==> config.mk <==
export PLATFORM = sky130hd
export DESIGN_NAME = cpu_core_mc
export DESIGN_NICKNAME = d
export VERILOG_FILES = /design/src/rtl/cpu_core_pkg.sv /design/src/rtl/cpu_alu_param.sv /design/src/rtl/cpu_core_mc.sv
export SDC_FILE = /design/constraint.sdc
export NUM_CORES = 1
export LEC_CHECK = 0
export BUFFER_PORTS_ARGS = -buffer_cell sky130_fd_sc_hd__buf_2
export CAP_MARGIN = 10
export CORE_MARGIN = 1.5
export CORE_UTILIZATION = 67
export CTS_CLUSTER_DIAMETER = 30
export DETAILED_ROUTE_END_ITERATION = 6
export PLACE_DENSITY = 0.95
export SYNTH_ARGS = -nofsm -noshare
export SYNTH_HDL_FRONTEND = slang
export SYNTH_SLANG_ARGS = --single-unit
==> constraint.sdc <==
create_clock -name clk -period 11.88 [get_ports clk]
set_clock_uncertainty 0.2 [all_clocks]
set_input_delay 2.376 -clock clk [delete_from_list [all_inputs] [get_ports clk]]
set_output_delay 2.376 -clock clk [all_outputs]
set_load 0.005 [all_outputs]
==> src/rtl/cpu_core_pkg.sv <==
// Shared definitions for the multi-cycle CPU core: opcodes, FSM states and
// instruction field positions.
package cpu_core_pkg;

   localparam logic [3:0] OP_NOP  = 4'h0;
   localparam logic [3:0] OP_LDI  = 4'h1;
   localparam logic [3:0] OP_ADD  = 4'h2;
   localparam logic [3:0] OP_SUB  = 4'h3;
   localparam logic [3:0] OP_AND  = 4'h4;
   localparam logic [3:0] OP_OR   = 4'h5;
   localparam logic [3:0] OP_XOR  = 4'h6;
   localparam logic [3:0] OP_SHL  = 4'h7;
   localparam logic [3:0] OP_OUT  = 4'h8;
   localparam logic [3:0] OP_JMP  = 4'h9;
   localparam logic [3:0] OP_JZ   = 4'hA;
   localparam logic [3:0] OP_HALT = 4'hB;

   // Instruction word layout: [15:12] opcode, [11:10] rd, [9:8] rs, [7:0] imm8
   localparam int OPC_LSB = 12;
   localparam int RD_LSB  = 10;
   localparam int RS_LSB  = 8;
   localparam int IMM_LSB = 0;

   typedef enum logic [2:0] {
      IDLE,
      FETCH,
      LOAD,
      EXEC,
      HALT
   } state_t;

   function automatic logic is_alu_op(input logic [3:0] opcode);
      return (opcode >= OP_ADD) && (opcode <= OP_SHL);
   endfunction

endpackage

==> src/rtl/cpu_alu_param.sv <==
// Combinational ALU for opcodes 2..7; op is the low three opcode bits and
// zero flags a result of 0.
module cpu_alu_param #(
   parameter int DATA_W = 16
) (
   input  logic [DATA_W-1:0] a,
   input  logic [DATA_W-1:0] b,
   input  logic [2:0]        op,
   output logic [DATA_W-1:0] result,
   output logic              zero
);

   always_comb begin
      result = '0;
      case (op)
         3'd2:    result = a + b;
         3'd3:    result = a - b;
         3'd4:    result = a & b;
         3'd5:    result = a | b;
         3'd6:    result = a ^ b;
         3'd7:    result = {a[DATA_W-2:0], 1'b0};
         default: result = '0;
      endcase
   end

   assign zero = (result == '0);

endmodule

==> src/rtl/cpu_core_mc.sv <==
// Multi-cycle CPU core: FETCH/LOAD/EXEC sequencing over a read-synchronous
// instruction memory, 4-entry register file, zero flag and handshaked OUT port.
module cpu_core_mc
   import cpu_core_pkg::*;
#(
   parameter int DATA_W = 16,
   parameter int ADDR_W = 8
) (
   input  logic              clk,
   input  logic              reset,
   input  logic              run,
   output logic [ADDR_W-1:0] imem_addr,
   input  logic [15:0]       imem_rdata,
   output logic [DATA_W-1:0] out_data,
   output logic              out_valid,
   input  logic              out_ready,
   output logic              busy,
   output logic              halted
);

   state_t            state;
   logic [ADDR_W-1:0] pc;
   logic [ADDR_W-1:0] pc_next;
   logic [15:0]       ir;
   logic [DATA_W-1:0] regs [4];
   logic              z;

   logic [3:0]        opcode;
   logic [1:0]        rd;
   logic [1:0]        rs;
   logic [7:0]        imm;
   logic [3:0]        load_opcode;
   logic [1:0]        load_rd;
   logic [DATA_W-1:0] alu_result;
   logic              alu_zero;

   assign opcode      = ir[OPC_LSB +: 4];
   assign rd          = ir[RD_LSB +: 2];
   assign rs          = ir[RS_LSB +: 2];
   assign imm         = ir[IMM_LSB +: 8];
   assign load_opcode = imem_rdata[OPC_LSB +: 4];
   assign load_rd     = imem_rdata[RD_LSB +: 2];

   cpu_alu_param #(
      .DATA_W (DATA_W)
   ) u_alu (
      .a      (regs[rd]),
      .b      (regs[rs]),
      .op     (opcode[2:0]),
      .result (alu_result),
      .zero   (alu_zero)
   );

   always_comb begin
      pc_next = pc + ADDR_W'(1);
      if ((opcode == OP_JMP) || ((opcode == OP_JZ) && z)) begin
         pc_next = imm[ADDR_W-1:0];
      end
   end

   // OUT data is captured on the way into EXEC so out_valid is already high in
   // the first EXEC cycle; an OUT holds EXEC until the consumer takes it.
   always_ff @(posedge clk) begin
      if (reset) begin
         state     <= IDLE;
         pc        <= '0;
         ir        <= '0;
         z         <= 1'b0;
         imem_addr <= '0;
         out_data  <= '0;
         out_valid <= 1'b0;
         busy      <= 1'b0;
         halted    <= 1'b0;
         for (int i = 0; i < 4; i++) begin
            regs[i] <= '0;
         end
      end else begin
         case (state)
            IDLE: begin
               if (run) begin
                  state     <= FETCH;
                  imem_addr <= pc;
                  busy      <= 1'b1;
               end
            end
            FETCH: begin
               state <= LOAD;
            end
            LOAD: begin
               ir    <= imem_rdata;
               state <= EXEC;
               if (load_opcode == OP_OUT) begin
                  out_valid <= 1'b1;
                  out_data  <= regs[load_rd];
               end
            end
            EXEC: begin
               if (opcode == OP_LDI) begin
                  regs[rd] <= DATA_W'(imm);
               end else if (is_alu_op(opcode)) begin
                  regs[rd] <= alu_result;
                  z        <= alu_zero;
               end
               if (opcode == OP_HALT) begin
                  state  <= HALT;
                  busy   <= 1'b0;
                  halted <= 1'b1;
               end else if ((opcode != OP_OUT) || out_ready) begin
                  state     <= FETCH;
                  pc        <= pc_next;
                  imem_addr <= pc_next;
                  out_valid <= 1'b0;
               end
            end
            HALT: begin
               state <= HALT;
            end
            default: begin
               state <= IDLE;
            end
         endcase
      end
   end

endmodule

Word-level counts from Yosys, hierarchy flattened

Memories as Yosys holds them, arrays and structs flattened. A register that Yosys moved wholly into a read port is not among the register bits.
Index checks and enable logic that the tools add are counted.

Flip-flop bits (word level): 39
Bits in writable memories: 64
Bits of input ports: 20
Output and inout bits: 27
Logic and storage cells: 95
Memories kept: 1

Memories:

| memory | words | width | read ports | clocked after Yosys merged registers in | wr ports | RTL line          | RTL |
|---|---|---|---|---|---|---|---|
| regs   | 4     | 16    | 3          | 3                                       | 4        | cpu_core_mc.sv:25 | `logic [DATA_W-1:0] regs [4];` |

Add/sub/neg operators: 3
$lt $le $gt $ge: 2
Equal/unequal tests: 22
Multiplexer cells: 36
Bitwise operators: 6
Reductions and logical operators: 17

Operator list:

| operator                                       | count |
|---|---|
| one-hot mux 16 bit (6 select lines)            | 1 |
| 2-to-1 mux 16 bit                              | 2 |
| 2-to-1 mux 8 bit                               | 4 |
| 2-to-1 mux 1 bit                               | 17 |
| adder 16 bit                                   | 1 |
| bitwise AND 16 bit                             | 1 |
| == test 4 bit (second input constant)          | 4 |
| zero test 16 bit                               | 1 |
| bitwise OR 16 bit                              | 1 |
| one-hot mux 8 bit (2 select lines)             | 1 |
| OR reduction 16 bit                            | 1 |
| subtractor 16 bit                              | 1 |
| XOR 16 bit                                     | 1 |
| == test 3 bit (second input constant)          | 5 |
| one-hot mux 3 bit (5 select lines)             | 1 |
| == test 3 x 2 -> 1 bit (second input constant) | 4 |
| 2-to-1 mux 2 bit                               | 5 |
| inequality test 2 bit (second input constant)  | 5 |
| 2-to-1 mux 3 bit                               | 3 |
| AND reduction 3 bit                            | 3 |
| adder 8 x 1 -> 8 bit (second input constant)   | 1 |
| AND reduction 4 bit                            | 2 |
| AND reduction 2 bit                            | 3 |
| == test 4 x 1 -> 1 bit (second input constant) | 1 |
| other kinds (12)                               | 17 |

Longest topological paths before layout

Gate-level depths: netlist of the first run.

Depth in word-level cells: 10
Mapped depth: 18
Gate-level depth less buffers: 15

Cells and area by module

Synthesis of the first run repeated with hierarchy kept, for this count alone.

Cell total of the unflattened synthesis: 836
Area total of the unflattened synthesis: 8490.6 um^2

By module, submodules not included:

| module        | times used | cells an instance | area an instance (um^2) | sequential area each (um^2) |
|---|---|---|---|---|
| cpu_core_mc   | 1          | 543               | 6120.9                  | 3103.0 |
| cpu_alu_param | 1          | 293               | 2369.8                  | 0.0 |

Least setup slack after synthesis of the first run

Ideal clock, no wire load.

Path kind: in2reg
Start point: input reset
End point: memory regs[1][0] (enable)
Setup time: 0.375 ns
Arrival time: 3.978 ns
Data required time: 11.305 ns
Slack: 7.327 ns
Stages on the path: 4
Buffers on the path: 1
Path through: clkbuf_1 > nor4_1 > nand3b_1 > nand2b_1

RTL lines:

| element         | RTL line          | RTL |
|---|---|---|
| start, declared | cpu_core_mc.sv:10 | `input logic reset,` |
| end, declared   | cpu_core_mc.sv:25 |  |

==> metrics, run 1 <==
CTS clk-pin slew, worst paths=roughly 0.05 ns; register share of total power=39.1%; vias in the first global route=7329; global-route wire length before repair=39.7 mm; Leak=0.00344 µW; crit end category=flop; Layout area overhead=9.56%; Routed Antenna Nets=0; Net Switching=382 µW; status=complete, but fails checks; Avg Cell Area, Syn=9.59 µm²; synthesized net count=around 930; Die W=114 µm; post-route setup TNS=0 ns; fin area=9020 µm²; final core occ=75.1%; DRT Wirelength=approximately 25 mm; Netlist cell types=69; sequential share of the synthesized area=approximately 38%; Tcrit/Tclk final=43.7%; Antenna Cells=0; top fanout value on the critical path=62; CTS buffer count=17; maximum VDD drop=149 µV; core footprint=12000 µm²; worst hold path type=reg -> reg; layout cells sized above 1=between 10% and 20%; pre-CTS setup slack=5.92 ns; Peak Freq=192 MHz; WS Path Type=in -> reg; #FFs+latches synth=123; Cell Area, Synth=8230 µm²; PD cells=138 nW/µm²; Final GP Congestion=just over 0.9; IO Pins=47; root buffer cell=clkbuf_16; routed vias/inst=7.30; DR WL/cell=24.5 µm; Resize count post-CTS=0; Clk Latency, worst-skew pair=between 0.4 and 0.5 ns; initial antenna violation count=0; Synth warnings=0; Clock power frac=38.7%; violated checks=design-rule violations; final count of hold timing violations=0; post-CTS setup repair buffer count=0; DRT met1 WL=8.37 mm; cts hold-fix bufs=0; largest net degree at the start of global routing=63; Syn Inst Count=around 860; CTS Sinks=123; Max Transition Viols Final=0; Initial DRC Count=roughly 1300; vias=7579; GRT Util Overall=roughly 41%; worst slew pin tran=1.29 ns; CTS tree=built; initial core utilization=68.5%; Critical Path AT=5.06 ns; H-tree Lvls=4; setup violators final=0; num rows=40; Comb pwr share=22.3%; DR WL met2=11.8 mm; Most used DFF post-synth=edfxtp_1; clock tree buffer depth=2; met3 WL=around 3.8 mm; chip height=114 µm; final critical-path setup slack=approximately 6.7 ns; dpl cell area=8470 µm²; Rel. slew slack=14.2%; Sw Share=between 30% and 40%; Critical Path RT=11.75 ns; DP Wirelength=around 16 mm; area of the die=13000 µm²; Cells after DPL=1005; share of flip-flops with an asynchronous set or reset=0%; TritonRoute pass-1 iters=7; RSZ-0062 raised after global routing=no; grt ovf=0; Max Cap Violations=0; uppermost layer routed=met4; # port buffers=46; Startpoint Class=primary input; final critical-path required period=5.20 ns; Final Instance Count excl. Fillers=1038; worst-case reg-to-reg path depth=15; worst hold stages=2; EDFF count, synth=64; Pint=862 µW; fin nets=948; Residual DRC=28
[metrics by stage]
stage               power, µW  hold slack (ns)
floorplan                 688            0.236
finish                   1240            0.258
detailed placement        753            0.246
global route             1280            0.283
global placement          742            0.243
CTS                      1230            0.257
[cell usage after synthesis, drive strengths merged, types with 3 or more instances]
cell     count  area, µm²
nand2      118        443
nor2       113        424
a21oi       66        330
edfxtp      64       1920
dfxtp       59       1180
inv         59        221
mux4        55       1240
ha          49        613
clkbuf      41        154
o21ai       30        150
nor3        21        128
xnor2       18        158
buf         12       75.1
nand3       12       65.1
a211oi      10       75.1
nand2b      10       62.6
mux2i        9       90.1
nor2b        7       43.8
a31oi        6       37.5
o211ai       6       45.0
o21a         6       45.0
or3          6       37.5
nand3b       5       37.5
o2111ai      5       43.8
o221ai       5       43.8
a2111oi      4       35.0
a311oi       4       35.0
and3         4       25.0
nor4         4       40.0
or3b         4       35.0
and2         3       18.8
o22ai        3       18.8
o311ai       3       26.3
o31ai        3       27.5
xor2         3       26.3
[layout by cell type (no fill, tap or decap), types with 10 or more instances in the layout]
cell type,synthesis,layout
clkbuf_16,0,17
nor3_1,19,19
inv_1,53,53
nand3_1,11,11
a211oi_1,10,10
a21oi_1,66,66
edfxtp_1,64,64
mux4_2,55,55
nand2b_1,10,10
o21ai_0,17,17
ha_1,49,49
nor2_1,113,113
dfxtp_1,59,59
buf_2,5,46
o21ai_1,13,13
nand2_1,118,118
xnor2_1,18,18
[final timing paths]
kind,slack (ns),from,to
hold reg to reg,0.26,out_data[13],out_data[13]
hold / removal,0.26,out_data[13],out_data[13]
setup / recovery,6.68,reset,regs[1][7]
setup reg to reg,6.91,flop,regs[2][15]
[routing by layer]
layer	GRT usage, %	vias to the layer above
met3	16.2	181
met5	0.784	-
met1	50.5	3478
met4	21.8	0
li1	-	3158
met2	62.4	762
[power by group through the flow]
stage | Sequential (µW) | Combinational (µW) | Clock (µW)
2_1_floorplan | 480 | 208 | 0
3_3_place_gp | 488 | 253 | 0
3_5_place_dp | 491 | 262 | 0
4_1_cts | 484 | 267 | 476
5_1_grt | 486 | 299 | 495
6_report | 486 | 277 | 481
[cell type report]
cell class / instances / area, µm²
repair buffers: 54 / 288
clock buffers: 21 / 440
fillers: 706 / 3000
clock inverters: 11 / 98.8
flip-flops and latches: 123 / 3100
inverters: 59 / 221
multi-input cells: 623 / 4680
well taps: 147 / 184
[cells by family after synthesis]
family                   Yosys count  synth area share [%]
AND/OR/NAND/NOR                  319                  17.6
buffers and inverters            112                  5.47
adder cells (fa/ha/maj)           50                  7.69
flip-flops                       123                  37.7
AO/OA/AOI/OAI                    167                  12.8
multiplexers                      66                  16.4
XOR/XNOR                          21                  2.24
[critical path, cell delays in order]
cell and delay [ns]:
buf_2 0.10, buf_4 0.31, nor4_1 0.67, nand3b_1 0.69, nand2b_1 0.86
[state kept, by name, summed over array words and instances, names as in the netlist, named ones only]
register	cells
out_data	16
ir	16
imem_addr	8
halted	1
z	1
regs	64
state	3
out_valid	1
pc	8
busy	1
Note: power is estimated with default switching activity, not from simulation.
==> run 2: changes to the inputs <==
- CORE_UTILIZATION: 67 -> 56
- PLACE_DENSITY: 0.95 -> 0.86
- clock period: 11.88 -> 4.4 ns (I/O delays scaled with it)
==> metrics, run 2 (synthesis results as in run 1) <==
status=complete, but fails checks; violated checks=design-rule violations; Residual DRC=1 (-96%); CTS Sinks=123 (unchanged); WS Path Type=reg -> reg; vias=7373 (-2.7%); layout cells sized above 1=22.7% (+5.2 points); Leak=0.00364 µW (+5.8%); # port buffers=46 (unchanged); DR WL/cell=22.4 µm (-8.4%); Critical Path AT=4.21 ns (-0.85 ns); Critical Path RT=4.36 ns (-7.39 ns); worst hold path type=reg -> reg; Worst Hold Launch=out_data[12]; TritonRoute pass-1 iters=7 (unchanged); most frequent cells in the layout=nand2_1, nor2_1, edfxtp_1, a21oi_1, dfxtp_1; GRT Util Overall=31.4% (-9.6 points); initial core utilization=57.1% (-11 points); DP Wirelength=15.6 mm (-4.1%); Max Cap Violations=0 (unchanged); Antenna Cells=0 (unchanged); final count of hold timing violations=0 (unchanged); R2R Path End=regs[2][15]; Fillers=1043 (+48%); commonest non-fill, non-tap cell in the layout=nand2_1; Final Instance Count excl. Fillers=1100 (+6.0%); Startpoint Class=flop; Largest Register=regs; Tcrit/Tclk final=between 90% and 100%; top fanout value on the critical path=8 (-87%); H-tree Lvls=4 (unchanged); Top Registers=regs (64), ir (16), out_data (16); CTS clk-pin slew, worst paths=0.06 ns (about the same); fin nets=973 (+2.6%); Clock power frac=40.8% (+2.1 points); global-route wire length before repair=37.9 mm (-4.7%); clock tree buffer depth=2 (unchanged); worst-case reg-to-reg path depth=17 (+2); pre-CTS setup slack=-0.105 ns (-6.02 ns); Clk Latency, worst-skew pair=0.43 ns (about the same); Cells after DPL=1058 (+5.3%); initial antenna violation count=0 (unchanged); Final GP Congestion=0.950 (+4.9%); CTS buffer count=17 (unchanged); Layout area overhead=15.6%; Routed Antenna Nets=0 (unchanged); IO Pins=47 (unchanged); Initial DRC Count=945 (-27%); PD cells=383 nW/µm² (+180%); hold endpoint=out_data[12]; vias in the first global route=7194 (-1.8%); area of the die=15400 µm² (+19%); setup violators final=0 (unchanged); Die W=124 µm (+9.1%); Comb pwr share=23.5% (+1.2 points); worst slew pin tran=1.30 ns (+0.0128 ns); maximum VDD drop=437 µV (+190%); Sw Share=30.3% (-0.43 points); R2R setup slack=0.14 ns (-6.77 ns); register share of total power=35.7% (-3.4 points); Peak Freq=235 MHz; core footprint=14400 µm² (+20%); Max Transition Viols Final=0 (unchanged); DRT Wirelength=24.7 mm (-3.0%); largest net degree at the start of global routing=53 (-16%); routed vias/inst=6.70 (-8.2%); chip height=124 µm (+9.1%); final critical-path setup slack=0.145 ns (-6.54 ns); Largest register FFs=64 (unchanged); num rows=44 (+10%); Net Switching=1100 µW (+190%); grt ovf=0 (unchanged); root buffer cell=clkbuf_16; Rel. slew slack=13.4% (-0.85 points); CTS tree=built; Pint=2540 µW (+190%); final critical-path required period=4.26 ns; worst hold stages=2 (unchanged); crit end category=flop
[run 2: repair_timing]
item | CTS | global route
pin swaps | 0 | 8
endpoints found under the setup margin | 8 | 33
setup buffers | 0 | 10
hold buffers | 0 | 0
gates resized for setup | 7 | 26
[run 2: worst max path at each step]
stage                     startpoint     endpoint  depth (start not counted)
after global routing            flop  regs[1][12]                         15
final                           flop  regs[2][15]                         17
after detailed placement        flop  regs[2][15]                         16
after global placement          flop  regs[0][12]                         13
after floorplan                 flop  regs[2][15]                         18
after CTS                       flop   regs[1][7]                         16
[run 2: power by group through the flow]
stage / registers [µW] / logic, µW / clock network, µW
6_report: 1300 / 855 / 1490
5_1_grt: 1300 / 922 / 1540
4_1_cts: 1300 / 771 / 1490
3_5_place_dp: 1320 / 748 / 0
3_3_place_gp: 1310 / 731 / 0
2_1_floorplan: 1300 / 562 / 0
[run 2: worst max-delay path, stage by stage (launching register included)]
cell      delay [ns]
dfxtp_2         0.35
buf_12          0.14
mux4_2          0.57
nor4_4          0.34
nand2_1         0.12
nor2_1          0.10
a21oi_1         0.09
xnor2_1         0.21
ha_2            0.34
buf_4           0.16
nor3_4          0.21
nor3_4          0.07
o41ai_2         0.28
buf_4           0.18
o21ai_2         0.06
xnor2_1         0.15
o21bai_2        0.31
nor2_1          0.12
[run 2: routing by layer]
layer	vias up	track usage, %	wire length, µm
met5	-	0	0
met4	0	18.5	1290
met3	115	7.84	2530
met2	590	50.3	11800
met1	3485	38.5	9050
li1	3183	-	-
[run 2: final cells by class]
cell class / count / area (µm²) / area share (%)
multi-input cells: 623 / 4810 / 50.6
flip-flops and latches: 123 / 3110 / 32.6
clock buffers: 21 / 526 / 5.52
repair buffers: 79 / 503 / 5.29
well taps: 184 / 230 / 2.42
inverters: 59 / 221 / 2.33
clock inverters: 11 / 115 / 1.21
[run 2: metrics by stage]
stage	power (µW)	hold WS [ns]	setup TNS, ns	utilization, %	cell area [µm²]
2_1_floorplan	1860	0.236	0	-	8230
3_3_place_gp	2040	0.239	0	60.1	8660
3_5_place_dp	2060	0.245	-0.250	60.1	8660
4_1_cts	3550	0.256	0	64.7	9330
5_1_grt	3760	0.284	-0.182	66.0	9510
6_report	3640	0.255	0	66.0	9510
